<file path="src/rtl/regbank_write_arbiter_pkg.sv">
// Shared constants, FSM state type and helpers for the
// register-bank write arbiter and related bank logic.
package regbank_pkg;

  localparam int NUM_REGS = 16;
  localparam int DATA_W   = 32;
  localparam int ADDR_W   = 4;

  typedef enum logic {
    ST_IDLE,
    ST_LOCKED
  } arb_state_t;

  function automatic logic [NUM_REGS-1:0] idx2onehot(
    input logic [ADDR_W-1:0] idx
  );
    logic [NUM_REGS-1:0] r;
    r      = '0;
    r[idx] = 1'b1;
    return r;
  endfunction

endpackage

</file>
<file path="src/rtl/regbank_write_arbiter_if.sv">
// Producer-side write request bundle: packed valid/lock/addr/data
// from every requester and the one-hot ready back.
interface regbank_write_arbiter_if #(
  parameter int NUM_REQ = 4
);
  import regbank_pkg::*;

  logic [NUM_REQ-1:0]        req_valid;
  logic [NUM_REQ-1:0]        req_lock;
  logic [NUM_REQ*ADDR_W-1:0] req_addr;
  logic [NUM_REQ*DATA_W-1:0] req_data;
  logic [NUM_REQ-1:0]        req_ready;

  modport master (
    output req_valid,
    output req_lock,
    output req_addr,
    output req_data,
    input  req_ready
  );

  modport slave (
    input  req_valid,
    input  req_lock,
    input  req_addr,
    input  req_data,
    output req_ready
  );

endinterface

</file>
<file path="src/rtl/regbank_write_arbiter_rr_pick.sv">
// Combinational round-robin picker: first set req bit at or
// after ptr, wrapping; one-hot grant plus its index.
module rr_pick #(
  parameter  int N = 4,
  localparam int W = (N > 1) ? $clog2(N) : 1
) (
  input  logic [N-1:0] req,
  input  logic [W-1:0] ptr,
  output logic [N-1:0] gnt,
  output logic [W-1:0] idx
);

  logic         found;
  logic [W:0]   sum;
  logic [W-1:0] j;

  always_comb begin
    gnt   = '0;
    idx   = '0;
    found = 1'b0;
    sum   = '0;
    j     = '0;
    for (int k = 0; k < N; k++) begin
      sum = {1'b0, ptr} + (W+1)'(k);
      if (sum >= (W+1)'(N)) begin
        sum = sum - (W+1)'(N);
      end
      j = sum[W-1:0];
      if (!found && req[j]) begin
        found  = 1'b1;
        gnt[j] = 1'b1;
        idx    = j;
      end
    end
  end

endmodule

</file>
<file path="src/rtl/regbank_write_arbiter.sv">
// Write-port arbiter for the register bank: round-robin grant,
// locked bursts, registered one-hot select/data to the bank.
module regbank_write_arbiter
  import regbank_pkg::*;
#(
  parameter  int NUM_REQ = 4,
  localparam int PW = (NUM_REQ > 1) ? $clog2(NUM_REQ) : 1
) (
  input  logic                clk,
  input  logic                rst_n,
  regbank_write_arbiter_if.slave bus,
  input  logic                stall,
  output logic [NUM_REGS-1:0] wr_sel,
  output logic [DATA_W-1:0]   wr_data,
  output logic                wr_en,
  output logic [2:0]          owner,
  output logic                locked
);

  arb_state_t state, nxt_state;

  logic [PW-1:0]      rr_ptr, nxt_ptr;
  logic [PW-1:0]      owner_q, nxt_owner;
  logic [PW-1:0]      g;
  logic               xfer;
  logic [NUM_REQ-1:0] rdy;
  logic [NUM_REQ-1:0] pick_gnt;
  logic [PW-1:0]      pick_idx;

  logic [ADDR_W-1:0] addr_a [NUM_REQ];
  logic [DATA_W-1:0] data_a [NUM_REQ];

  always_comb begin
    for (int i = 0; i < NUM_REQ; i++) begin
      addr_a[i] = bus.req_addr[i*ADDR_W +: ADDR_W];
      data_a[i] = bus.req_data[i*DATA_W +: DATA_W];
    end
  end

  rr_pick #(
    .N (NUM_REQ)
  ) u_pick (
    .req (bus.req_valid),
    .ptr (rr_ptr),
    .gnt (pick_gnt),
    .idx (pick_idx)
  );

  always_comb begin
    nxt_state = state;
    nxt_ptr   = rr_ptr;
    nxt_owner = owner_q;
    g         = owner_q;
    xfer      = 1'b0;
    rdy       = '0;
    if (!stall) begin
      unique case (state)
        ST_IDLE: begin
          rdy = pick_gnt;
          if (|bus.req_valid) begin
            xfer      = 1'b1;
            g         = pick_idx;
            nxt_owner = pick_idx;
            nxt_ptr   = (pick_idx == PW'(NUM_REQ-1)) ?
                        '0 : pick_idx + PW'(1);
            if (bus.req_lock[pick_idx]) begin
              nxt_state = ST_LOCKED;
            end
          end
        end
        ST_LOCKED: begin
          rdy[owner_q] = bus.req_valid[owner_q];
          if (bus.req_valid[owner_q]) begin
            xfer = 1'b1;
            g    = owner_q;
            // Only a beat with lock low ends the burst.
            if (!bus.req_lock[owner_q]) begin
              nxt_state = ST_IDLE;
              nxt_ptr   = (owner_q == PW'(NUM_REQ-1)) ?
                          '0 : owner_q + PW'(1);
            end
          end
        end
        default: nxt_state = ST_IDLE;
      endcase
    end
  end

  assign bus.req_ready = rdy & {NUM_REQ{rst_n}};

  always_ff @(posedge clk or negedge rst_n) begin
    if (!rst_n) begin
      state   <= ST_IDLE;
      rr_ptr  <= '0;
      owner_q <= '0;
    end else begin
      state   <= nxt_state;
      rr_ptr  <= nxt_ptr;
      owner_q <= nxt_owner;
    end
  end

  always_ff @(posedge clk or negedge rst_n) begin
    if (!rst_n) begin
      wr_sel  <= '0;
      wr_data <= '0;
      wr_en   <= 1'b0;
    end else if (xfer) begin
      wr_sel  <= idx2onehot(addr_a[g]);
      wr_data <= data_a[g];
      wr_en   <= 1'b1;
    end else begin
      wr_sel  <= '0;
      wr_en   <= 1'b0;
    end
  end

  assign owner  = 3'(owner_q);
  assign locked = (state == ST_LOCKED);

endmodule

</file>
<file path="src/flat_wrapper.sv">
// flat-port wrapper written by rule: the top's interface ports become plain ports
module regbank_write_arbiter_flat import regbank_pkg::*;
#(
  parameter  int NUM_REQ = 4,
  localparam int PW = (NUM_REQ > 1) ? $clog2(NUM_REQ) : 1
)
  (clk, rst_n, stall, wr_sel, wr_data, wr_en, owner, locked, bus_req_valid, bus_req_lock, bus_req_addr, bus_req_data, bus_req_ready);
  regbank_write_arbiter_if #(.NUM_REQ(NUM_REQ)) bus_i ();
  input  logic clk;
  input  logic rst_n;
  input  logic stall;
  output logic [NUM_REGS-1:0] wr_sel;
  output logic [DATA_W-1:0] wr_data;
  output logic wr_en;
  output logic [2:0] owner;
  output logic locked;
  input wire logic [$bits(bus_i.req_valid)-1:0] bus_req_valid;
  input wire logic [$bits(bus_i.req_lock)-1:0] bus_req_lock;
  input wire logic [$bits(bus_i.req_addr)-1:0] bus_req_addr;
  input wire logic [$bits(bus_i.req_data)-1:0] bus_req_data;
  output wire logic [$bits(bus_i.req_ready)-1:0] bus_req_ready;
  assign bus_i.req_valid = bus_req_valid;
  assign bus_i.req_lock = bus_req_lock;
  assign bus_i.req_addr = bus_req_addr;
  assign bus_i.req_data = bus_req_data;
  assign bus_req_ready = bus_i.req_ready;
  regbank_write_arbiter #(.NUM_REQ(NUM_REQ)) u_core (.clk(clk), .rst_n(rst_n), .bus(bus_i), .stall(stall), .wr_sel(wr_sel), .wr_data(wr_data), .wr_en(wr_en), .owner(owner), .locked(locked));
endmodule
</file>
<file path="config.mk">
export PLATFORM = sky130hd
export DESIGN_NAME = regbank_write_arbiter_flat
export DESIGN_NICKNAME = d
export VERILOG_FILES = /design/src/rtl/regbank_write_arbiter_pkg.sv /design/src/rtl/regbank_write_arbiter_if.sv /design/src/rtl/regbank_write_arbiter_rr_pick.sv /design/src/rtl/regbank_write_arbiter.sv /design/src/flat_wrapper.sv
export SDC_FILE = /design/constraint.sdc
export NUM_CORES = 1
export LEC_CHECK = 0
export CAP_MARGIN = 15
export CORE_UTILIZATION = 41
export DETAILED_ROUTE_END_ITERATION = 6
export GPL_TIMING_DRIVEN = 0
export PLACE_DENSITY = 0.92
export SLEW_MARGIN = 5
export SYNTH_ARGS = -nofsm -noshare
export SYNTH_HDL_FRONTEND = slang
export SYNTH_HIERARCHICAL = 1
export SYNTH_SLANG_ARGS = --single-unit
</file>
<file path="constraint.sdc">
create_clock -name clk -period 4.4 [get_ports clk]
set_clock_uncertainty 0.1 [all_clocks]
set_input_delay 0.66 -clock clk [delete_from_list [all_inputs] [get_ports clk]]
set_output_delay 0.66 -clock clk [all_outputs]
set_load 0.005 [all_outputs]
</file>
# Word-level counts from Yosys, hierarchy flattened
# Cells that the tools add are included.
# W data, S select, Z words.
[classes]
eq_ne = 5
n_mux = 69
reduce_logical = 15
n_bitwise = 8
n_addsub = 9
magnitude_cmp = 18
[ops]
columns = ["operator", "count"]
rows = [
  ["$bmux W32 S2", 1],
  ["$mux W32", 2],
  ["$mux W2", 15],
  ["$mux W4", 7],
  ["$mux W1", 24],
  ["$lt A2 B3 Y1 const B", 6],
  ["$mux W16", 1],
  ["$bmux W1 S2", 7],
  ["$ge A3 B3 Y1 const B", 4],
  ["$or A4 B4 Y4", 3],
  ["$demux W1 S2", 5],
  ["$ge A2 B1 Y1 const B", 5],
  ["$logic_and A1 B1 Y1", 9],
  ["$and A4 B4 Y4", 2],
  ["$bmux W4 S2", 1],
  ["$pmux W2 S2", 2],
  ["$pmux W4 S2", 1],
  ["$sub A2 B1 Y2 const B", 4],
  ["$add A2 B2 Y3 const B", 2],
  ["$lt A4 B5 Y1 const B", 1],
  ["$add A2 B1 Y2 const B", 2],
  ["$demux W1 S4", 1],
  ["$eq A2 B2 Y1 const B", 2],
  ["$ge A4 B1 Y1 const B", 1],
  ["other kinds (11)", 16],
]
[word_totals]
out_inout_bits = 57
reg_bits = 54
in_bits = 155
word_cells = 130

# Logic depth before layout (Yosys ltp)
[depth]
depth_word = 26
ltp_mapped = 16
ltp_nobuf = 12

# Modules after synthesis
# The synthesis kept the hierarchy.
[by_module_without_submodules]
columns = ["module", "area_each_um2", "n_inst", "cells_each", "seq_area_each_um2"]
rows = [
  ["regbank_write_arbiter", 3703.6, 1, 456, 1351.3],
  ["rr_pick", 489.2, 1, 65, 0.0],
]

# Worst setup path before layout
# OpenSTA, ideal clock, no wires.
[synth_path]
path_kind = "register -> register"
startpoint = "register u_core.rr_ptr[0]"
endpoint = "register u_core.wr_data[10]"
path_stages_with_launch = 15
n_path_buf = 4
slack_ns = 1.186
synth_period_minus_slack_ns = 3.214
arrival_ns = 2.994
cell_sequence = "dfrtp_1 buf_6 buf_2 inv_1 ha_1 mux4_2 or2_4 a21oi_1 a31oi_1 and3_1 buf_6 nor2_8 buf_2 nand3_1 a31o_1"
[synth_via]
elab_chain_cells = 21
elab_cells_between_ends = 43
classes_between = "add/sub: 7; order compare: 4; mux: 25; bitwise: 1; reduce/logical: 6"
[synth_rtl]
columns = ["element", "line", "text"]
rows = [
  ["start: declaration", "regbank_write_arbiter.sv:22", "logic [PW-1:0] rr_ptr, nxt_ptr;"],
  ["start signal: assignment", "regbank_write_arbiter.sv:98", "rr_ptr <= nxt_ptr;"],
  ["branches (longest 13 deep; another with $add A2 B1 Y3)", "--", ""],
  ["$mux W2 *", "regbank_write_arbiter_rr_pick.sv:29", "if (!found && req[j]) begin"],
  ["net u_core.pick_idx[1]", "regbank_write_arbiter.sv:28", "logic [PW-1:0] pick_idx;"],
  ["$mux W2 *", "regbank_write_arbiter.sv:60", "if (|bus.req_valid) begin"],
  ["$pmux W2 S2 *", "regbank_write_arbiter.sv:57", "unique case (state)"],
  ["$mux W2 *", "regbank_write_arbiter.sv:56", "if (!stall) begin"],
  ["$not A2 Y3 (implied by the code) *", "regbank_write_arbiter.sv:110", "wr_data <= data_a[g];"],
  ["$bmux W32 S2 *", "regbank_write_arbiter.sv:110", ""],
  ["$mux W32 (implied by the code) * (2 in a row)", "regbank_write_arbiter.sv:110", ""],
  ["end signal: assignment", "regbank_write_arbiter.sv:110", ""],
  ["end: declaration", "regbank_write_arbiter.sv:14", "output logic [DATA_W-1:0] wr_data,"],
]
# Mark *: on every way through the listed nets, which the timed path passes. The select of a mux whose other input is x is not followed.
# A chain may end at the register's enable or synchronous reset.

# Final worst setup path
[layout_path]
startpoint = "register u_core.rr_ptr[0]"
endpoint = "output bus_req_ready[0]"
[layout_via]
elab_chain_cells = 17
elab_cells_between_ends = 62
classes_between = "add/sub: 7; order compare: 12; mux: 29; bitwise: 4; reduce/logical: 10"
[layout_rtl]
columns = ["element", "line", "text"]
rows = [
  ["branches (longest 13 deep; another with $add A2 B1 Y3)", "--", ""],
  ["$mux W4 *", "regbank_write_arbiter_rr_pick.sv:29", ""],
  ["net u_core.pick_gnt[0]", "regbank_write_arbiter.sv:27", "logic [NUM_REQ-1:0] pick_gnt;"],
  ["$pmux W4 S2 *", "regbank_write_arbiter.sv:57", ""],
  ["$mux W4 *", "regbank_write_arbiter.sv:56", ""],
  ["$and A4 B4 Y4 *", "regbank_write_arbiter.sv:89", "assign bus.req_ready = rdy & {NUM_REQ{rst_n}};"],
  ["end: declaration", "flat_wrapper.sv:21", "output wire logic [$bits(bus_i.req_ready)-1:0] bus_req_ready;"],
]
# Marks and branches as above.

==> summary.txt <==
Worst setup path
  • Setup CP Type: reg2out
  • CP max FO: 10
  • Crit path required time: about 3600 ps
  • Capturing element type of the critical path: output pin
  • WP data arrival: ~3400 ps
  • Critical path startpoint category: register

Drt
  • DR iter-0 viols: approximately 240
  • DRC Markers: 0
  • Total number of vias: between 4,000 and 5,000
  • Met3 wire length: ~1.1 mm
  • Detail Route Antenna Nets: 0
  • Top Metal Used: met4
  • Avg WL per Cell: 16.74 um
  • WL met2: 7.600 mm
  • Drt pass-1 iters: 5
  • Wire length on met1: approximately 5.5 mm
  • Drt total wl: 14.60 mm
  • Via density: 5.485

Yosys
  • FF+latch count, synth: 54
  • Synth cell types: 66
  • Post-synth EDFFs: 0
  • Avg Cell Area, Syn: ~8 sq um
  • Sequential share of the synthesized area: between 30% and 40%
  • Most frequent cell after synthesis: nand2_1
  • Synth top area cells: dfrtp_1, nand2_1, nand3_1
  • Leading area contributor after synthesis: dfrtp_1
  • Synth warnings: 6
  • Syn Std Cell Area: about 0.0042 sq mm
  • Post-synth top flop: dfrtp_1
  • Post-synth top cells: nand2_1, nand3_1, dfrtp_1, nor2b_1, a31o_1
  • Synthesized instance count: about 520
  • Post-synth top area share: 32.23%
  • Post-synthesis net count: 685
  • Synth async-reset ratio: 100.0%

Timing
  • Max-slew violations: 0
  • Setup violators final: 0
  • Slew headroom: 52.23%
  • Fmax: approximately 240 MHz
  • Fin Hold WS: ~230 ps
  • Unrepaired setup endpoints after global routing: false
  • Slew @ Worst Pin: slightly above 700 ps
  • Worst setup margin: approximately 230 ps
  • Final hold violations: 0
  • Final period util: between 90% and 100%
  • Final min period: around 4200 ps

Layout
  • Area added between synthesis and finish: 56.37%
  • Layout Cells excl Fill: ~870
  • FILL cells: about 810
  • Final #Nets: about 900
  • Final core occ: between 60 and 70%
  • ANT cells: 0
  • Layout cells sized above 1: between 10% and 20%

Pwr
  • Design Power: approximately 0.0041 W
  • Pwr per Cell Area: between 600 and 700 mW/mm^2
  • Leak: roughly 2.7 nW
  • Worst vdd ir: 273.7 uV

GRT
  • Largest net degree at the start of global routing: 35
  • Total gr overflow: 0
  • Vias in the first global route: 4,638
  • Global-route wire length before repair: 22.05 mm
  • Initial antenna violation count: 0
  • Total GRT Usage: a little over a quarter

Placement
  • I/O Buffers: 210
  • DP Wirelength: 11.58 mm
  • DP Worst Slack: around 160 ps
  • Cells after DPL: between 800 and 900
  • Placer Congestion: around 0.9

Clocking
  • # H-tree levels: 2
  • Root Driver: clkbuf_8
  • Cts bufs inserted: 5
  • Worst-path clk slew: 100 ps
  • # hold bufs at CTS: 0
  • Clk sinks: 54
  • CTS tree: built
  • Clk_lat worst skew: roughly 300 ps
  • CTS-repair resized insts: 0
  • Setup bufs post-CTS: 0
  • Clock Path Buffers: 2

Die
  • Die Ht: about 100 um
  • FP Rows: 36
  • IO Pins: between 200 and 250
  • Die Area: 0.01063 sq mm
  • Die W: slightly above 100 um
  • Initial Util: between 40% and 50%
  • Core area: between 0.009 and 0.01 sq mm

Min path
  • Worst min-delay path class: in2async

Outcome
  • Outcome: complete, no violations

Job
  • Max Cap Violations: 0
==> through the flow <==
step / instance area, sq um / setup TNS [ps]
2_1_floorplan: 4193 / 0
3_3_place_gp: 6461 / -1272
3_5_place_dp: 6476 / 0
4_1_cts: 6556 / 0
5_1_grt: 6556 / 0
6_report: 6556 / 0
==> path summary, 6_finish.rpt <==
check                           slack [ps]                      startpoint  depth (start not counted)                              to
worst max register to register         380    u_core/rr_ptr[0]$_DFFE_PN0P_                         14   u_core/wr_data[0]$_DFFE_PN0P_
max in group asynchronous             3400                           rst_n                          2   u_core/wr_data[0]$_DFFE_PN0P_
worst min-delay path                   230                           rst_n                          1       u_core/locked$_DFFE_PN0N_
worst max-delay path                   230    u_core/rr_ptr[0]$_DFFE_PN0P_                         10                bus_req_ready[0]
min in group clk                       510  u_core/wr_data[28]$_DFFE_PN0P_                          2  u_core/wr_data[28]$_DFFE_PN0P_
worst min register to register         510  u_core/wr_data[28]$_DFFE_PN0P_                          2  u_core/wr_data[28]$_DFFE_PN0P_
==> routing by layer <==
layer  track usage (%)  vias to the layer above
met5                 0                        -
met4             9.642                        0
met3             6.237                       30
met2             49.18                      241
met1             30.66                     2271
li1                  -                     2241
==> critical path: stages, from the launching register on <==
cell and delay [ps]:
dfrtp_1 450, buf_6 150, buf_2 210, inv_1 110
ha_1 430, o21ai_0 180, o31ai_1 620, a221o_2 290
mux2i_1 70, nor2_1 110, clkdlybuf4s50_1 510
==> power breakdown <==
group / switching [W] / internal, W
Sequential: 0.000121 / 0.000697
Clock: 0.000156 / 0.000110
Combinational: 0.00159 / 0.00138
==> layout by cell type (no fill, tap or decap), drive strengths merged, types with 2 or more instances in the layout <==
master / instances
nand2: 145
a21oi: 5
a31oi: 2
a211oi: 2
a221o: 4
nand4: 3
nor2b: 40
ha: 9
a31o: 32
nor2: 16
nand3: 75
mux4: 5
and3: 3
nand2b: 4
o21ai: 24
buf: 28
and3b: 3
nor3: 5
inv: 9
clkbuf: 18
mux2i: 9
dfrtp: 54
nor3b: 7
a32oi: 2
a32o: 3
mux2: 2
or2: 3
clkdlybuf4s50: 209
==> state kept, by name (all words and copies together), names as in the netlist <==
name            flops
u_core/owner_q      2
u_core/wr_en        1
u_core/wr_data     32
u_core/locked       1
u_core/rr_ptr       2
u_core/wr_sel      16
==> logic make-up (layout without fill, tap and decap cells) <==
kind of cell	count (synthesis)	after routing	share of synthesized area, %
fa+ha+maj	9	9	2.686
xor+xnor	1	1	0.2089
buf+inv	47	265	6.207
compound gates	85	85	16.65
mux	16	16	5.461
other cells	1	1	0.08944
flops	54	54	32.23
simple gates	308	308	36.47
==> area by class of cell <==
class                           count  area, sq um  share of cell area [%]
Timing Repair Buffer              211         2117                   32.29
Multi-Input combinational cell    420         2581                   39.37
Inverter                            9        36.28                  0.5534
Clock buffer                        6        72.57                   1.107
Sequential cell                    54         1351                   20.61
Buffer                             38        224.0                   3.416
Clock inverter                      1        7.507                  0.1145
Tap cell                          133        166.4                   2.538
(Power assumes the default switching activity.)
